**src/rtl/seg_scan_ctrl.sv**
```systemverilog
// seg_scan_ctrl -- multiplexed 4-digit display scanner with a shadow/active
// digit register pair.
//
// Each digit slot is BLANK dark cycles (anti-ghosting) followed by
// DIV-BLANK lit cycles. A frame covers digits 0..3, which is 4*DIV cycles.
// Digit values are written into a shadow register. A commit copies shadow
// into the active register at a frame boundary, so a frame never shows a
// mix of old and new digits. While the scanner is idle, a commit copies
// immediately.
//
// Ports:
//   clk     in  1  clock, rising edge
//   rst     in  1  synchronous active-high reset
//   run     in  1  1 = scan digits, 0 = dark and idle
//   wr      in  1  shadow write strobe
//   waddr   in  2  shadow digit index
//   wdata   in  2  shadow digit value
//   commit  in  1  request shadow -> active copy
//   an      out 4  digit anodes, active-low
//   A       out 2  encoder data (active digit value while lit)
//   EN      out 1  encoder enable, active-low
//   frame   out 1  one-cycle pulse after the digit 3 -> 0 wrap
//   pending out 1  commit accepted, waiting for the wrap
module seg_scan_ctrl #(
  parameter int DIV   = 50000,
  parameter int BLANK = 16
) (
  input  logic       clk,
  input  logic       rst,
  input  logic       run,
  input  logic       wr,
  input  logic [1:0] waddr,
  input  logic [1:0] wdata,
  input  logic       commit,
  output logic [3:0] an,
  output logic [1:0] A,
  output logic       EN,
  output logic       frame,
  output logic       pending
);

  localparam int CW = (DIV > 1) ? $clog2(DIV) : 1;

  typedef enum logic [1:0] {
    ST_IDLE  = 2'd0,
    ST_BLANK = 2'd1,
    ST_SHOW  = 2'd2
  } state_t;

  state_t          state_r, state_s;
  logic [CW-1:0]   cnt_r, cnt_s;
  logic [1:0]      idx_r, idx_s;
  logic [3:0][1:0] shadow_r, shadow_s;
  logic [3:0][1:0] active_r, active_s;
  logic            pending_s;
  logic            frame_s;
  logic [3:0]      an_s;
  logic [1:0]      a_s;
  logic            en_s;

  // Next-state, register-file and next-output computation.
  always_comb begin
    state_s   = state_r;
    cnt_s     = cnt_r;
    idx_s     = idx_r;
    shadow_s  = shadow_r;
    active_s  = active_r;
    pending_s = pending;
    frame_s   = 1'b0;

    // The shadow update is folded in first so any copy made at this
    // edge sees the concurrent write.
    if (wr) begin
      shadow_s[waddr] = wdata;
    end else begin
      shadow_s = shadow_r;
    end

    case (state_r)
      ST_IDLE: begin
        cnt_s = '0;
        idx_s = 2'd0;
        if (commit) begin
          active_s  = shadow_s;
          pending_s = 1'b0;
        end else begin
          active_s = active_r;
        end
        if (run) begin
          state_s = ST_BLANK;
        end else begin
          state_s = ST_IDLE;
        end
      end

      ST_BLANK: begin
        pending_s = pending | commit;
        if (!run) begin
          state_s = ST_IDLE;
          cnt_s   = '0;
          idx_s   = 2'd0;
        end else if (cnt_r == CW'(BLANK - 1)) begin
          state_s = ST_SHOW;
          cnt_s   = cnt_r + CW'(1);
        end else begin
          cnt_s = cnt_r + CW'(1);
        end
      end

      ST_SHOW: begin
        if (!run) begin
          state_s   = ST_IDLE;
          cnt_s     = '0;
          idx_s     = 2'd0;
          pending_s = pending | commit;
        end else if (cnt_r == CW'(DIV - 1)) begin
          state_s = ST_BLANK;
          cnt_s   = '0;
          idx_s   = idx_r + 2'd1;
          // Frame boundary: the only point where a deferred commit lands.
          if (idx_r == 2'd3) begin
            frame_s = 1'b1;
            if (pending || commit) begin
              active_s  = shadow_s;
              pending_s = 1'b0;
            end else begin
              pending_s = pending;
            end
          end else begin
            pending_s = pending | commit;
          end
        end else begin
          cnt_s     = cnt_r + CW'(1);
          pending_s = pending | commit;
        end
      end

      default: begin
        state_s = ST_IDLE;
        cnt_s   = '0;
        idx_s   = 2'd0;
      end
    endcase

    // Outputs are derived from the post-edge state so the registered
    // outputs line up with the state they describe.
    if (state_s == ST_SHOW) begin
      an_s = ~(4'b0001 << idx_s);
      a_s  = active_s[idx_s];
      en_s = 1'b0;
    end else begin
      an_s = 4'b1111;
      a_s  = 2'd0;
      en_s = 1'b1;
    end
  end

  // State, digit registers and registered outputs.
  always_ff @(posedge clk) begin
    if (rst) begin
      state_r  <= ST_IDLE;
      cnt_r    <= '0;
      idx_r    <= 2'd0;
      shadow_r <= '0;
      active_r <= '0;
      pending  <= 1'b0;
      frame    <= 1'b0;
      an       <= 4'b1111;
      A        <= 2'd0;
      EN       <= 1'b1;
    end else begin
      state_r  <= state_s;
      cnt_r    <= cnt_s;
      idx_r    <= idx_s;
      shadow_r <= shadow_s;
      active_r <= active_s;
      pending  <= pending_s;
      frame    <= frame_s;
      an       <= an_s;
      A        <= a_s;
      EN       <= en_s;
    end
  end

endmodule

```
**config.mk**
```make
export PLATFORM = sky130hd
export DESIGN_NAME = seg_scan_ctrl
export DESIGN_NICKNAME = d
export VERILOG_FILES = /design/src/rtl/seg_scan_ctrl.sv
export SDC_FILE = /design/constraint.sdc
export NUM_CORES = 1
export LEC_CHECK = 0
export ABC_CLOCK_PERIOD_IN_PS = 7300
export CAP_MARGIN = 20
export CORE_UTILIZATION = 30
export DETAILED_ROUTE_END_ITERATION = 8
export SYNTH_ARGS = -nofsm -noshare
export SYNTH_HDL_FRONTEND = slang
export SYNTH_SLANG_ARGS = --single-unit
```
**constraint.sdc**
```tcl
create_clock -name clk -period 7.3 [get_ports clk]
set_input_delay 1.46 -clock clk [delete_from_list [all_inputs] [get_ports clk]]
set_output_delay 1.46 -clock clk [all_outputs]
set_load 0.02 [all_outputs]
```
# Word-level counts from Yosys, hierarchy flattened
# Index checks and enable logic that the tools add are counted.
totals:
  ff_bits: 45
  in_bits: 9
  output_inout_bits: 9
  word_cells: 77
op_classes:
  addsub: 2
  magnitude_cmp: 3
  eq_ne: 8
  n_shift: 1
  n_mux: 34
  n_bitwise: 6
  n_reduce_logical: 7
op_table:
  columns: ["cell", "n"]
  rows:
  - ["16-bit 2-to-1 mux", 3]
  - ["8-bit 2-to-1 mux", 6]
  - ["16-bit one-hot mux with 2 select lines", 1]
  - ["2-bit 2-to-1 mux", 9]
  - ["16-bit by 1-bit adder with 16-bit output (second input constant)", 1]
  - ["16-bit == test (second input constant)", 1]
  - ["16-bit by 4-bit == test with 1-bit output (second input constant)", 1]
  - ["8-bit one-hot mux with 2 select lines", 1]
  - ["8-bit bitwise mux", 1]
  - ["1-bit 2-to-1 mux", 8]
  - ["2-bit == test (second input constant)", 3]
  - ["2-bit by 3-bit < comparator with 1-bit output (second input constant)", 2]
  - ["2-bit one-hot mux with 3 select lines", 1]
  - ["5-bit inequality test (second input constant)", 1]
  - ["2-bit binary-select mux with 2-bit select", 1]
  - ["2-bit demux with 2-bit select", 1]
  - ["1-bit NOT", 4]
  - ["4-bit NOT", 1]
  - ["2-bit one-hot mux with 2 select lines", 1]
  - ["4-bit OR reduction", 1]
  - ["1-bit by 2-bit left shift with 4-bit output (first input constant)", 1]
  - ["1-bit one-hot mux with 3 select lines", 1]
  - ["3-bit AND reduction", 1]
  - ["3-bit nonzero test", 1]
  - ["9 further kinds", 9]

# Logic depth before layout (Yosys ltp)
# Gate-level depths: netlist of the first run.
depth:
  depth_word: 13
  depth_mapped: 9
  depth_no_buf: 8

# Least setup slack after synthesis of the first run
# OpenSTA, ideal clock, no wires.
synth_path:
  kind: "input port to flip-flop"
  startpoint: "in waddr[0]"
  endpoint: "reg A[1]"
  setup_time_ns: 0.092
  t_arrival_ns: 2.640
  required_time_ns: 7.208
  path_slack_ns: 4.568
  stages: 5
  path_buffers: 0
  path_cell_list: "nor3b_1 -> mux2i_1 -> or3_1 -> and4_1 -> nor4_1"
synth_between:
  elab_chain_len: 13
  word_cells_on_any_way: 15
  cone_classes: "2 x order compare; 12 x mux; 1 x reduce/logical"
synth_lines:
  columns: ["item", "line_no", "text"]
  rows:
  - ["from (decl)", "32", "input logic [1:0] waddr,"]
  - ["2-bit by 3-bit < comparator with 1-bit output (implied by the code) / 2-bit by 1-bit greater-or-equal comparator with 1-bit output (equally long branches)", "74", "shadow_s[waddr] = wdata;"]
  - ["1-bit logical AND (implied by the code)", "74", null]
  - ["2-bit 2-to-1 mux (implied by the code)", "74", null]
  - ["2-bit demux with 2-bit select (*)", "74", null]
  - ["8-bit bitwise mux (*)", "74", null]
  - ["8-bit 2-to-1 mux (*)", "73", "if (wr) begin"]
  - ["8-bit 2-to-1 mux", "123", "if (pending || commit) begin"]
  - ["8-bit 2-to-1 mux", "121", "if (idx_r == 2'd3) begin"]
  - ["8-bit 2-to-1 mux", "116", "end else if (cnt_r == CW'(DIV - 1)) begin"]
  - ["8-bit 2-to-1 mux", "111", "if (!run) begin"]
  - ["8-bit one-hot mux with 2 select lines (*)", "79", "case (state_r)"]
  - ["2-bit binary-select mux with 2-bit select (*)", "149", "a_s = active_s[idx_s];"]
  - ["2-bit 2-to-1 mux (implied by the code) (*)", "149", null]
  - ["to (signal assigned)", "180", "A <= a_s;"]
  - ["to (decl)", "36", "output logic [1:0] A,"]
# Every way passes the cells marked *; elsewhere a longest branch is shown, timed or not. The select of a mux whose other input is x is not followed.
# A chain may end at the register's enable or synchronous reset.

# Worst setup path after layout of the first run
layout_path:
  startpoint: "in rst"
  endpoint: "reg A[0]"
layout_between:
  elab_chain_len: 1
layout_lines:
  columns: ["item", "line_no", "text"]
  rows:
  - ["from (decl)", "29", "input logic rst,"]
  - ["2-bit OR reduction (no line)", null, null]
# No other way between the ends.

==> results of run 1 <==
metrics by stage:
stage	utilization	hold WS (ns)	std cells	area, sq um
after floorplan	-	0.4132	236	2115
after global placement	0.3462	0.4245	338	2352
after CTS	0.3615	0.4516	345	2456
final	0.3615	0.4535	345	2456
after detailed placement	0.3462	0.4391	338	2352
after global routing	0.3615	0.4888	345	2456
synthesized netlist by cell type (2+ instances only):
cell type | instances | area share
sky130_fd_sc_hd__xnor2_1 | 8 | 0.033
sky130_fd_sc_hd__a31o_2 | 2 | 0.0083
sky130_fd_sc_hd__o32ai_1 | 4 | 0.017
sky130_fd_sc_hd__and2_1 | 2 | 0.0059
sky130_fd_sc_hd__inv_1 | 9 | 0.016
sky130_fd_sc_hd__o21ai_0 | 2 | 0.0047
sky130_fd_sc_hd__ha_1 | 7 | 0.041
sky130_fd_sc_hd__nor3_1 | 5 | 0.012
sky130_fd_sc_hd__a21oi_1 | 11 | 0.026
sky130_fd_sc_hd__nand2_1 | 13 | 0.023
sky130_fd_sc_hd__mux2i_1 | 9 | 0.043
sky130_fd_sc_hd__or3_1 | 4 | 0.012
sky130_fd_sc_hd__dfxtp_1 | 45 | 0.43
sky130_fd_sc_hd__or4_4 | 2 | 0.011
sky130_fd_sc_hd__xor2_1 | 6 | 0.025
sky130_fd_sc_hd__and3_1 | 10 | 0.030
sky130_fd_sc_hd__buf_2 | 2 | 0.0047
sky130_fd_sc_hd__nand3b_1 | 2 | 0.0071
sky130_fd_sc_hd__nor3b_1 | 2 | 0.0071
sky130_fd_sc_hd__nand3_1 | 12 | 0.028
sky130_fd_sc_hd__nand4_1 | 6 | 0.018
sky130_fd_sc_hd__nor2_1 | 37 | 0.066
sky130_fd_sc_hd__clkbuf_1 | 6 | 0.011
sky130_fd_sc_hd__a31oi_1 | 2 | 0.0059
sky130_fd_sc_hd__a2111oi_0 | 2 | 0.0083
sky130_fd_sc_hd__nor2b_1 | 5 | 0.015
metal layers:
layer  vias up  routed length [microns]  GRT usage
li1        854                        -          -
met1       769                     1996     0.1463
met2        25                     1904     0.2049
met3         5                      145    0.02791
met4         0                       64    0.05000
met5         -                        0          0
final cells by class:
cell class	count	area share
flip-flops and latches	45	0.3668
well taps	96	0.04890
multi-input cells	170	0.4575
clock buffers	5	0.02802
clock inverters	2	0.01426
inverters	10	0.01528
repair buffers	17	0.06928
state kept, by name (all words and copies together), names as in the netlist:
| name | cells |
|---|---|
| an | 4 |
| cnt_r | 16 |
| active_r | 8 |
| shadow_r | 8 |
| pending | 1 |
| idx_r | 2 |
| state_r | 2 |
| A | 2 |
| EN | 1 |
| frame | 1 |
worst reg2reg max path: cells and delay by family (launching register included):
family	cells	cell delay [ns]
and+or+nand+nor	2	1.19
AOI/OAI and AO/OA	3	0.80
DFF	1	0.34
muxes	1	0.22
kinds of logic after synthesis:
family	after synthesis
AO/OA/AOI/OAI	32
XOR/XNOR	14
adder cells (fa/ha/maj)	7
buffers and inverters	21
flip-flops	45
multiplexers	11
AND/OR/NAND/NOR	106
power groups by stage:
stage	registers, mW	logic, mW	clock network, mW
CTS	0.249	0.0254	0.187
global route	0.250	0.0283	0.196
detailed placement	0.255	0.0252	0
global placement	0.255	0.0252	0
floorplan	0.255	0.0151	0
finish	0.249	0.0252	0.180
how the worst max path moves through the flow:
stage | startpoint | endpoint | cells after the start
2_1_floorplan | waddr[0] | A[1]$_SDFF_PP0_ | 5
3_3_place_gp | wr | A[1]$_SDFF_PP0_ | 6
3_5_place_dp | run | A[0]$_SDFF_PP0_ | 6
4_1_cts | run | A[0]$_SDFF_PP0_ | 6
5_1_grt | run | A[0]$_SDFF_PP0_ | 6
6_report | rst | A[0]$_SDFF_PP0_ | 6
==> run summary, run 1 <==
The flow ran to the end, and the final reports show no timing, DRC or antenna violations. Aggregate routed wire length: 4111 microns. The die outline width came out at 85.96 microns. Counting flops with a built-in enable in the synthesized netlist gives 0. The number of global-route vias before repair is 1595.

The actual slew at the worst max-slew pin came out at 0.8286 ns. The worst hold path begins at cnt_r[0]$_SDFF_PP0_. The minimum period implied by the final worst setup slack came out at 3.165 ns. The tools report the post-synthesis cell count as 236.

The count of yosys warnings during synthesis was 0. The fraction of the mapped netlist area in adder cells is 0.04142, and the clock transition at the register clock pins on the worst setup and hold paths after CTS is 0.08 ns. The multi-input gate area in the final layout is 1124 sq um, and the summed negative setup slack over all endpoints is 0 ns. The power density over cell area is 185.1 nW/um^2. The logs give 0.548 for the relative contribution of sequential cells to total power and 0.8533 for the final RePlAce weighted congestion. STA puts the critical path data required time at 7.48 ns.

The floorplan step set the die height to 85.96 microns. Critical path launch point type: a primary input. The class of the tightest hold or removal check is reg2reg. For the floorplan die area, the log shows 7388 sq um. The most used flip-flop cell after synthesis is sky130_fd_sc_hd__dfxtp_1.

For this design the total switching power over the nets is 0.09635 mW. The launch instance of the worst register-to-register path is cnt_r[7]$_SDFF_PP0_. The run gives 6794 sq um as the floorplan core area. The signal on the critical path passes through clkdlybuf4s50_1 -> nor2_1 -> nand2_1 -> a21oi_1 -> o311ai_1 -> a2111oi_1.

The total via count after detailed routing is 1653, and the area share of and/or/nand/nor cells after synthesis is 0.2627. In this run the post-CTS setup repair buffer count came out at 0. The H-tree generated during clock tree synthesis spans 2 levels.

The run gives 0.01019 ns as the final worst clock skew. For the worst flop-to-flop path, the logic depth is 6. The tools report the number of sinks on the clock net as 45. Leaving out fill and tap cells, the most frequent cells in the layout are 45 x sky130_fd_sc_hd__dfxtp_1, 37 x sky130_fd_sc_hd__nor2_1, 17 x sky130_fd_sc_hd__clkdlybuf4s50_1, 13 x sky130_fd_sc_hd__nand2_1, 12 x sky130_fd_sc_hd__nand3_1. The register cell area after layout was 900.9 sq um. The number of cells on the worst hold path came out at 1. The worst register-to-register path has a setup slack of 4.64 ns.

The count of distinct cell types in the synthesized netlist is 47. The final cycle utilization of the critical path came out at 0.4336. The maximum clock insertion buffer count is 2, and the net switching fraction of the power is 0.2119.

The slowest stage of the critical path is the sky130_fd_sc_hd__clkdlybuf4s50_1 cell. Port buffering added 17 buffers. After synthesis the netlist holds a flip-flop and latch count of 45. For this run, design rule violations remaining after detail routing come to 0. Kind of critical path: in2reg. The delay contributed by the slowest stage of the critical path was 0.84 ns. Entering global routing, the biggest net connects 23 pins.

The clock buffer count from CTS came out at 5. The xor and xnor area share after synthesis works out to 0.05799. For the sequential area share after synthesis, the log shows 0.4260.

Dominant combinational cell family by area after synthesis: simple AND/OR/NAND/NOR gates. Buffers inserted to repair hold after CTS numbered 0. The async set-or-reset flop fraction in the synthesized netlist is 0, and the initial antenna violation count is 0. Setup slack closes at 4.135 ns. Using the TritonRoute via totals, the vias-per-cell ratio works out to 4.791.

The cell area after technology mapping was 2115 sq um; the final global-route overflow total was 0. The buffer and inverter count on the worst path is 1, and the largest fanout of any net on the critical path is 22. Dividing the synthesized area by the synthesized cell count gives 8.960 sq um. For the worst slew margin relative to its limit, the log shows 0.4459. The number of violations of the max-capacitance limit is 0.

The compound-gate portion of the synthesized area works out to 0.1107. The tools report the max-slew violation count as 0. For this block, the initial DRC count from the detailed router was 92.

The tools report the buffer type at the clock tree root as sky130_fd_sc_hd__clkbuf_8. The floorplan has 30 rows. TritonCTS built the clock tree. The worst register-to-register path ends at A[0]$_SDFF_PP0_. The logs give 0.3112 for the starting utilization of the core area and 0 for the count of final setup violators. The number of hold violations in the final report is 0, and the maximum ir drop on the vdd rail is 0.09402 mV.

Power share of the clock group: 0.396. The run gives 0.1207 as the combined global-route utilization of all metal layers. The post-cts resize count was 0. STA classifies the critical path endpoint as a flip-flop. End of the worst hold path: cnt_r[0]$_SDFF_PP0_. Compared with the post-synthesis result, the final layout area differs by 16.15%. The internal power of the cells totals 0.3584 mW. Among cell families on the critical path, the largest total delay comes from buffers and inverters. In the final routed layout, each cell accounts on average for 11.92 microns. For this design the top-level I/O count stands at 18. Summed over all nets, the half-perimeter wirelength after detailed placement is 2964 microns.

Data on the critical path arrives at its endpoint at 3.34 ns. Setup repair after global routing left no endpoint under its margin. The pre-antenna-repair detailed-routing pass consisted of 6 iterations. 0 antenna diodes ended up in the layout. For the filler cell count in the final layout, the log shows 708.

The logic gate share of total power was 0.056; the proportion of layout cells with a drive suffix above 1 was 0.06827. The mux contribution to synthesized area was 0.05858; the number of nets produced by synthesis was 252. The most common cell after layout, fill and taps aside is sky130_fd_sc_hd__dfxtp_1. In this run the remaining antenna-violating nets after routing total 0. Timing would allow up to 0.3159 GHz. The design draws 0.4547 mW. The worst-skew pair later-pin latency is 0.29 ns. At the end of the flow, the number of nets in the layout was 265. The first global-routing pass estimated 7162 microns of wire. The tools report the worst setup timing slack at the placement stage as 3.826 ns.

Leakage power: 0.8721 nW.
Note: power is estimated with default switching activity, not from simulation.
==> inputs of run 2 (changes only) <==
--- a/config.mk
+++ b/config.mk
@@ -5,7 +5,7 @@
 export SDC_FILE = /design/constraint.sdc
 export NUM_CORES = 1
 export LEC_CHECK = 0
-export ABC_CLOCK_PERIOD_IN_PS = 7300
+export ABC_CLOCK_PERIOD_IN_PS = 2800
 export CAP_MARGIN = 20
 export CORE_UTILIZATION = 30
 export DETAILED_ROUTE_END_ITERATION = 8
==> constraint.sdc (replaced) <==
create_clock -name clk -period 2.8 [get_ports clk]
set_input_delay 0.56 -clock clk [delete_from_list [all_inputs] [get_ports clk]]
set_output_delay 0.56 -clock clk [all_outputs]
set_load 0.02 [all_outputs]
==> run summary, run 2 (synthesis results as in run 1) <==
The run finished with clean final reports. In this run the count of I/O pins placed on the die edge is 18. The routed length per placed instance was 12.19 microns. The largest registers in the layout are cnt_r x16, active_r x8, shadow_r x8. The completed layout was analyzed and its total power is 1.222 mW. The run gives 6794 sq um as the floorplan core area. The final worst clock skew was 0.01076 ns. The register with the most flip-flops in the final layout is cnt_r. The count of H-tree levels built during CTS was 2. The final cycle utilization of the critical path works out to 0.9131.

The maximum clock rate is 0.3911 GHz. The tools report the count of final setup violators as 0. In this run, the number of DRC markers left after iteration 0 of detailed routing was 86. The initialized floorplan defines 30 standard-cell rows. By startpoint and endpoint, the worst setup path is classified as reg2reg. Highest layer used for signal routing: met4. In the layout the commonest cells are 45 x sky130_fd_sc_hd__dfxtp_1, 37 x sky130_fd_sc_hd__nor2_1, 17 x sky130_fd_sc_hd__clkdlybuf4s50_1, 13 x sky130_fd_sc_hd__nand2_1, 12 x sky130_fd_sc_hd__nand3_1. The die is 85.96 microns tall. Along the worst path, the maximum fanout reaches 8. The tools report the number of global-route vias before repair as 1606. The initial antenna violation count is 0, and the total met2 wirelength after detailed routing is 1928 microns. The number of sinks on the clock net is 45. The die outline width works out to 85.96 microns.

The actual slew at the worst max-slew pin was 0.5649 ns. The detailed router placed 1658 vias in this run. At the later pin of the worst-skew pair, clock insertion delay measures 0.30 ns.

The congestion estimate from routability-driven global placement came to 0.7633. The final antenna-violating net count is 0, and the power density over cell area is 489.7 nW/um^2. In this run the tool buffered the top-level ports with 17 buffer cells.

At the worst endpoint, the required time is 2.99 ns. For this block, wires on met1 add up to 2096 microns. Relative to the synthesized area, the layout overhead comes to 18.05%. Fill cells in the final layout number 682. The tools report the maximum number of pins on one net before global-route repair as 22. The aggregate routed wire length is 4256 microns. For the first-pass GRT wire length, the log shows 7424 microns.

The data arrival at the endpoint of the critical path is 2.75 ns, and the maximum clock insertion buffer count is 2. TritonCTS built the clock tree. The register cell area after layout came out at 900.9 sq um. The tightest min-delay check is of the reg2reg type. Clock tree synthesis inserted a total of 5 buffers.

The buffer type at the clock tree root was sky130_fd_sc_hd__clkbuf_8. For the summed negative setup slack over all endpoints, the log shows 0 ns. The routed design uses 154 microns of met3 wire.

For the number of violations of the max-capacitance limit, the log shows 0. The multi-input gate area in the final layout was 1132 sq um; the count of antenna diodes in the layout was 0. The die covers 7388 sq um.

In this run, post-CTS hold repair placed 0 buffers. For this run the aggregate overflow at the end of global routing stands at 0. The number of hold violations in the final report is 0. The final-stage net count is 268.

After clock tree synthesis, the clock-pin slew on the worst setup and hold paths is 0.09 ns. Leaving out fill and tap cells, the most frequent cell in the layout is sky130_fd_sc_hd__dfxtp_1. The worst setup path is launched from a flip-flop. Summed over all cells, the static leakage comes to 0.8923 nW. The proportion of layout cells with a drive suffix above 1 came out at 0.08300. The run gives 0.2079 mV as the maximum ir drop on the vdd rail. Iteration count of the initial detailed-routing pass: 4. The register with the most flip-flops in the layout has 16 of them. Dividing the detail-routed via count by the number of cells gives 4.751. For the total instance count after detailed placement, the log shows 341. The depth of the most critical reg-to-reg path is 6, and the final cell count without fillers is 349. The combined global-route utilization of all metal layers came out at 0.1279. For the max-slew violation count, the log shows 0.

Setup repair after global routing left no endpoint under its margin. Detailed placement ended at an HPWL of 3107 microns. In the routed design, unresolved DRC markers number 0.

The minimum period implied by the final worst setup slack is 2.557 ns. The number of cells on the worst hold path is 1, and the worst slew margin relative to its limit is 0.6226. The run gives 0.3112 as the starting utilization of the core area. Type of destination of the critical path: a flip-flop.
-- run 2: cell types whose count changed in the layout (fill, tap and decap cells not counted), sizes merged --
cell  delta
buf      +3
inv      +1
-- run 2: area by class of cell --
| class | count | area share |
|---|---|---|
| timing repair buffer | 20 | 0.07719 |
| clock inverter | 3 | 0.01754 |
| tap | 96 | 0.04812 |
| sequential | 45 | 0.3609 |
| multi-input combinational | 170 | 0.4536 |
| clock buffer | 5 | 0.02757 |
| inverter | 10 | 0.01504 |
-- run 2: routing by layer --
metal / global-route usage / up-vias
met2: 0.2035 / 30
li1: - / 857
met4: 0.05606 / 0
met5: 0 / -
met1: 0.1644 / 764
met3: 0.03080 / 7
-- run 2: timing repair --
| action | CTS | global route |
|---|---|---|
| endpoints found under the setup margin | 0 | 1 |
| gates resized for setup | 0 | 1 |
| buffers inserted | 0 | 0 |
-- run 2: metrics by stage --
stage | area [sq um] | hold WS, ns | setup slack [ns] | utilization
global route | 2496 | 0.4957 | 0.1144 | 0.3674
detailed placement | 2375 | 0.4337 | 0.1393 | 0.3495
global placement | 2375 | 0.4245 | 0.2190 | 0.3495
finish | 2496 | 0.4502 | 0.2434 | 0.3674
CTS | 2487 | 0.4525 | 0.1138 | 0.3661
floorplan | 2115 | 0.4132 | 0.2900 | -
-- run 2: critical path: stages, from the launching register on --
cell and delay, ns:
sky130_fd_sc_hd__dfxtp_1 0.35, sky130_fd_sc_hd__or4_4 0.57, sky130_fd_sc_hd__or4_4 0.61, sky130_fd_sc_hd__mux2i_4 0.22, sky130_fd_sc_hd__a31oi_4 0.26, sky130_fd_sc_hd__nor3_1 0.09
sky130_fd_sc_hd__a2111oi_1 0.34
-- run 2: report_power, final --
group          internal [mW]  switching (mW)  total (mW)
Combinational         0.0292          0.0392      0.0683
Clock                  0.268           0.236       0.504
Sequential             0.647         0.00336       0.650
-- run 2: final timing paths --
check	start	to	slack, ns
setup / recovery	cnt_r[7]$_SDFF_PP0_	A[0]$_SDFF_PP0_	0.24
hold / removal	cnt_r[0]$_SDFF_PP0_	cnt_r[0]$_SDFF_PP0_	0.45
setup reg to reg	cnt_r[7]$_SDFF_PP0_	A[0]$_SDFF_PP0_	0.24
hold reg to reg	cnt_r[0]$_SDFF_PP0_	cnt_r[0]$_SDFF_PP0_	0.45
==> inputs of run 3 (changes only) <==
--- a/config.mk
+++ b/config.mk
@@ -7,8 +7,9 @@
 export LEC_CHECK = 0
 export ABC_CLOCK_PERIOD_IN_PS = 2800
 export CAP_MARGIN = 20
-export CORE_UTILIZATION = 30
+export CORE_UTILIZATION = 43
 export DETAILED_ROUTE_END_ITERATION = 8
+export GPL_TIMING_DRIVEN = 0
 export SYNTH_ARGS = -nofsm -noshare
 export SYNTH_HDL_FRONTEND = slang
 export SYNTH_SLANG_ARGS = --single-unit
==> run summary, run 3 (synthesis results as in run 1) <==
The met3 track demand over resource is 0.05000, and the worst-case register-to-register setup slack is 0.15 ns. The class of the tightest hold or removal check was reg2reg. Dividing the detail-routed wire length by the instance count gives 12.89 microns. From synthesis to final layout, the design area changed by 18.11%. The final non-filler cell area was 2497 sq um. The fraction of met2 tracks used by global routing came out at 0.2534. The analysis attributes to cell leakage a power of 0.9046 nW. Power comes to 1.230 mW. For this design, the slowest cell found on the critical path is sky130_fd_sc_hd__or4_4. The startpoint identified for the worst register-to-register timing path is cnt_r[7]$_SDFF_PP0_. Timing analysis after detailed placement gives a worst setup slack of 0.1015 ns. The clock transition at the register clock pins on the worst setup and hold paths after CTS works out to 0.08 ns. The setup slack after layout is 0.1517 ns, and the maximum clock rate is 0.3776 GHz. For the final database, setup skew stands at 0.004500 ns. At the worst endpoint, the required time is 2.98 ns. The worst hold path was traced through 2 stages. Including well taps, the total number of placed cells is 320. Count of antenna diodes in the layout: 0. Along the worst path, the maximum fanout reaches 5. IR analysis of the VDD net gives a maximum drop of 0.2043 mV. For this block, the via count after detailed routing is 1687. Traced cell by cell, the critical path runs through or4_4 -> or4_4 -> buf_6 -> o22ai_2 -> o32ai_1 -> o311ai_0 -> nor4_1. The floorplan has 25 rows.

The starting utilization of the core area was 0.4477; the buffer and inverter count on the worst path was 1. The delay contributed by the slowest stage of the critical path came out at 0.58 ns. The run finished with clean final reports. The congestion estimate from routability-driven global placement came to 0.7634.

Maximum number of pins on one net before global-route repair: 14. 18 I/O pins were placed. STA classifies the critical path startpoint as a flip-flop. Port buffering added 17 buffers. The die outline width was 72.13 microns.

Cell family with the largest share of critical-path delay: simple AND/OR/NAND/NOR gates. The finished layout holds 328 standard cells, fillers aside. For the number of design rule violations left after detail routing, the log shows 0.

In this run the remaining antenna-violating nets after routing total 0. Power density over cell area: 492.5 nW/um^2. The tools report the end of the worst hold path as active_r[1]$_SDFF_PP0_. The clock tree synthesis step divided the H-tree into 2 levels. Data arrives at the worst endpoint at 2.83 ns. In the final layout, the registers with the most flip-flops are cnt_r x16, active_r x8, shadow_r x8. The actual slew at the worst max-slew pin came out at 0.5847 ns. The run gives 0 as the number of hold violations in the final report. The aggregate routed wire length was 4227 microns; the die outline height was 72.13 microns. The worst hold path begins at active_r[1]$_SDFF_PP0_. The first global-routing pass estimated 7010 microns of wire. Fill cells in the final layout number 449.

Proportion of layout cells with a drive suffix above 1: 0.08429. The worst slew margin relative to its limit is 0.6087. Using the TritonRoute via totals, the vias-per-cell ratio works out to 5.143.

Buffer type at the clock tree root: sky130_fd_sc_hd__clkbuf_8. For the clock buffer count from CTS, the log shows 5. The most numerous cell type found on the critical path is sky130_fd_sc_hd__or4_4.

The routed design could run at a clock period as short as 2.648 ns. The register with the most flip-flops in the layout has 16 of them. The max-slew violation count was 0. The register ranked first by flip-flop count was cnt_r. The number of global-route vias before repair came out at 1496. Placed cell area: 2369 sq um.

After global routing the overflow that remains totals 0. Clock latency on the worst-skew pair, taken at its later pin, is 0.30 ns. Layer with the highest usage: met2. For the final routed database, the setup TNS stands at 0 ns.

The final cycle utilization of the critical path is 0.9458, and the combined global-route utilization of all metal layers is 0.1756. The run gives 4723 sq um as the floorplan core area. For this block, the initial DRC count from the detailed router was 79. Setup repair after global routing left no endpoint under its margin.

The tools report the type of destination of the critical path as a flip-flop. Counting cells, the worst reg-to-reg path comes to 7. The longest clock path from root to sink contains 2 buffers. The kind of critical path is reg2reg.

Max-cap violations in this run came to 0. Floorplan die area: 5202 sq um. The tools report the final-stage net count as 276.

TritonCTS built the clock tree. In this run the critical register-to-register path is captured at A[1]$_SDFF_PP0_. Most common cell after layout, fill and taps aside: sky130_fd_sc_hd__dfxtp_1.

Number of sinks on the clock net: 45. The met1 track demand over resource in global routing is 0.2483. In the layout the commonest cells are 45 x sky130_fd_sc_hd__dfxtp_1, 37 x sky130_fd_sc_hd__nor2_1, 17 x sky130_fd_sc_hd__clkdlybuf4s50_1, 13 x sky130_fd_sc_hd__nand2_1, 12 x sky130_fd_sc_hd__nand3_1.

For the iteration count of the initial detailed-routing pass, the log shows 4. The count of final setup violators is 0, and the placed wire-length estimate is 3060 microns. The initial antenna violation count is 0.
[run 3: cell types whose count changed in the layout (fill, tap and decap cells not counted)]
cell                       delta
sky130_fd_sc_hd__clkinv_2     -1
sky130_fd_sc_hd__a21boi_2     +1
sky130_fd_sc_hd__clkbuf_2     +1
sky130_fd_sc_hd__buf_6        +1
sky130_fd_sc_hd__inv_6        -1
sky130_fd_sc_hd__buf_4        -3
sky130_fd_sc_hd__clkbuf_1     +7
sky130_fd_sc_hd__a21boi_1     -1
sky130_fd_sc_hd__buf_2        +2
sky130_fd_sc_hd__buf_1        +1
sky130_fd_sc_hd__clkbuf_8     +1
[run 3: worst max path at each step]
| stage | startpoint | to | cells past startpoint |
|---|---|---|---|
| after floorplan | cnt_r[7]$_SDFF_PP0_ | A[0]$_SDFF_PP0_ | 7 |
| after global placement | cnt_r[7]$_SDFF_PP0_ | A[0]$_SDFF_PP0_ | 7 |
| after detailed placement | run | A[1]$_SDFF_PP0_ | 6 |
| after CTS | cnt_r[7]$_SDFF_PP0_ | A[0]$_SDFF_PP0_ | 7 |
| after global routing | state_r[0]$_SDFF_PP0_ | A[1]$_SDFF_PP0_ | 9 |
| final | cnt_r[7]$_SDFF_PP0_ | A[1]$_SDFF_PP0_ | 7 |
[run 3: through the flow]
stage | util | hold WS (ns)
floorplan | - | 0.4132
global placement | 0.5015 | 0.4303
detailed placement | 0.5015 | 0.4431
CTS | 0.5261 | 0.4554
global route | 0.5287 | 0.5001
finish | 0.5287 | 0.4603
[run 3: tightest hold or removal path: stages, from the launching register on]
cell and delay (ns):
sky130_fd_sc_hd__dfxtp_1 0.30, sky130_fd_sc_hd__nand2_1 0.06, sky130_fd_sc_hd__a21oi_1 0.06
[run 3: layout make-up]
| type | instances | area [sq um] | share of cell area |
|---|---|---|---|
| Clock buffer | 7 | 86.33 | 0.03457 |
| Sequential cell | 45 | 900.9 | 0.3607 |
| Buffer | 11 | 52.55 | 0.02104 |
| Multi-Input combinational cell | 170 | 1136 | 0.4549 |
| Inverter | 10 | 37.54 | 0.01503 |
| Tap cell | 67 | 83.83 | 0.03357 |
| Timing Repair Buffer | 17 | 170.2 | 0.06814 |
| Clock inverter | 1 | 30.03 | 0.01202 |
[run 3: what timing repair did]
item | in CTS | in global routing
setup endpoints to repair | 0 | 2
resized for setup | 0 | 2
buffers inserted | 0 | 0
hold buffers | 0 | 0
[run 3: routing by layer]
layer | vias up | routed length (microns)
met3 | 4 | 205
met5 | - | 0
met1 | 775 | 2157
met2 | 33 | 1814
met4 | 0 | 49
li1 | 875 | -
[run 3: power by group]
group	internal, mW	switching [mW]
sequential	0.647	0.00350
combinational	0.0296	0.0412
clock	0.291	0.218
total	0.967	0.263
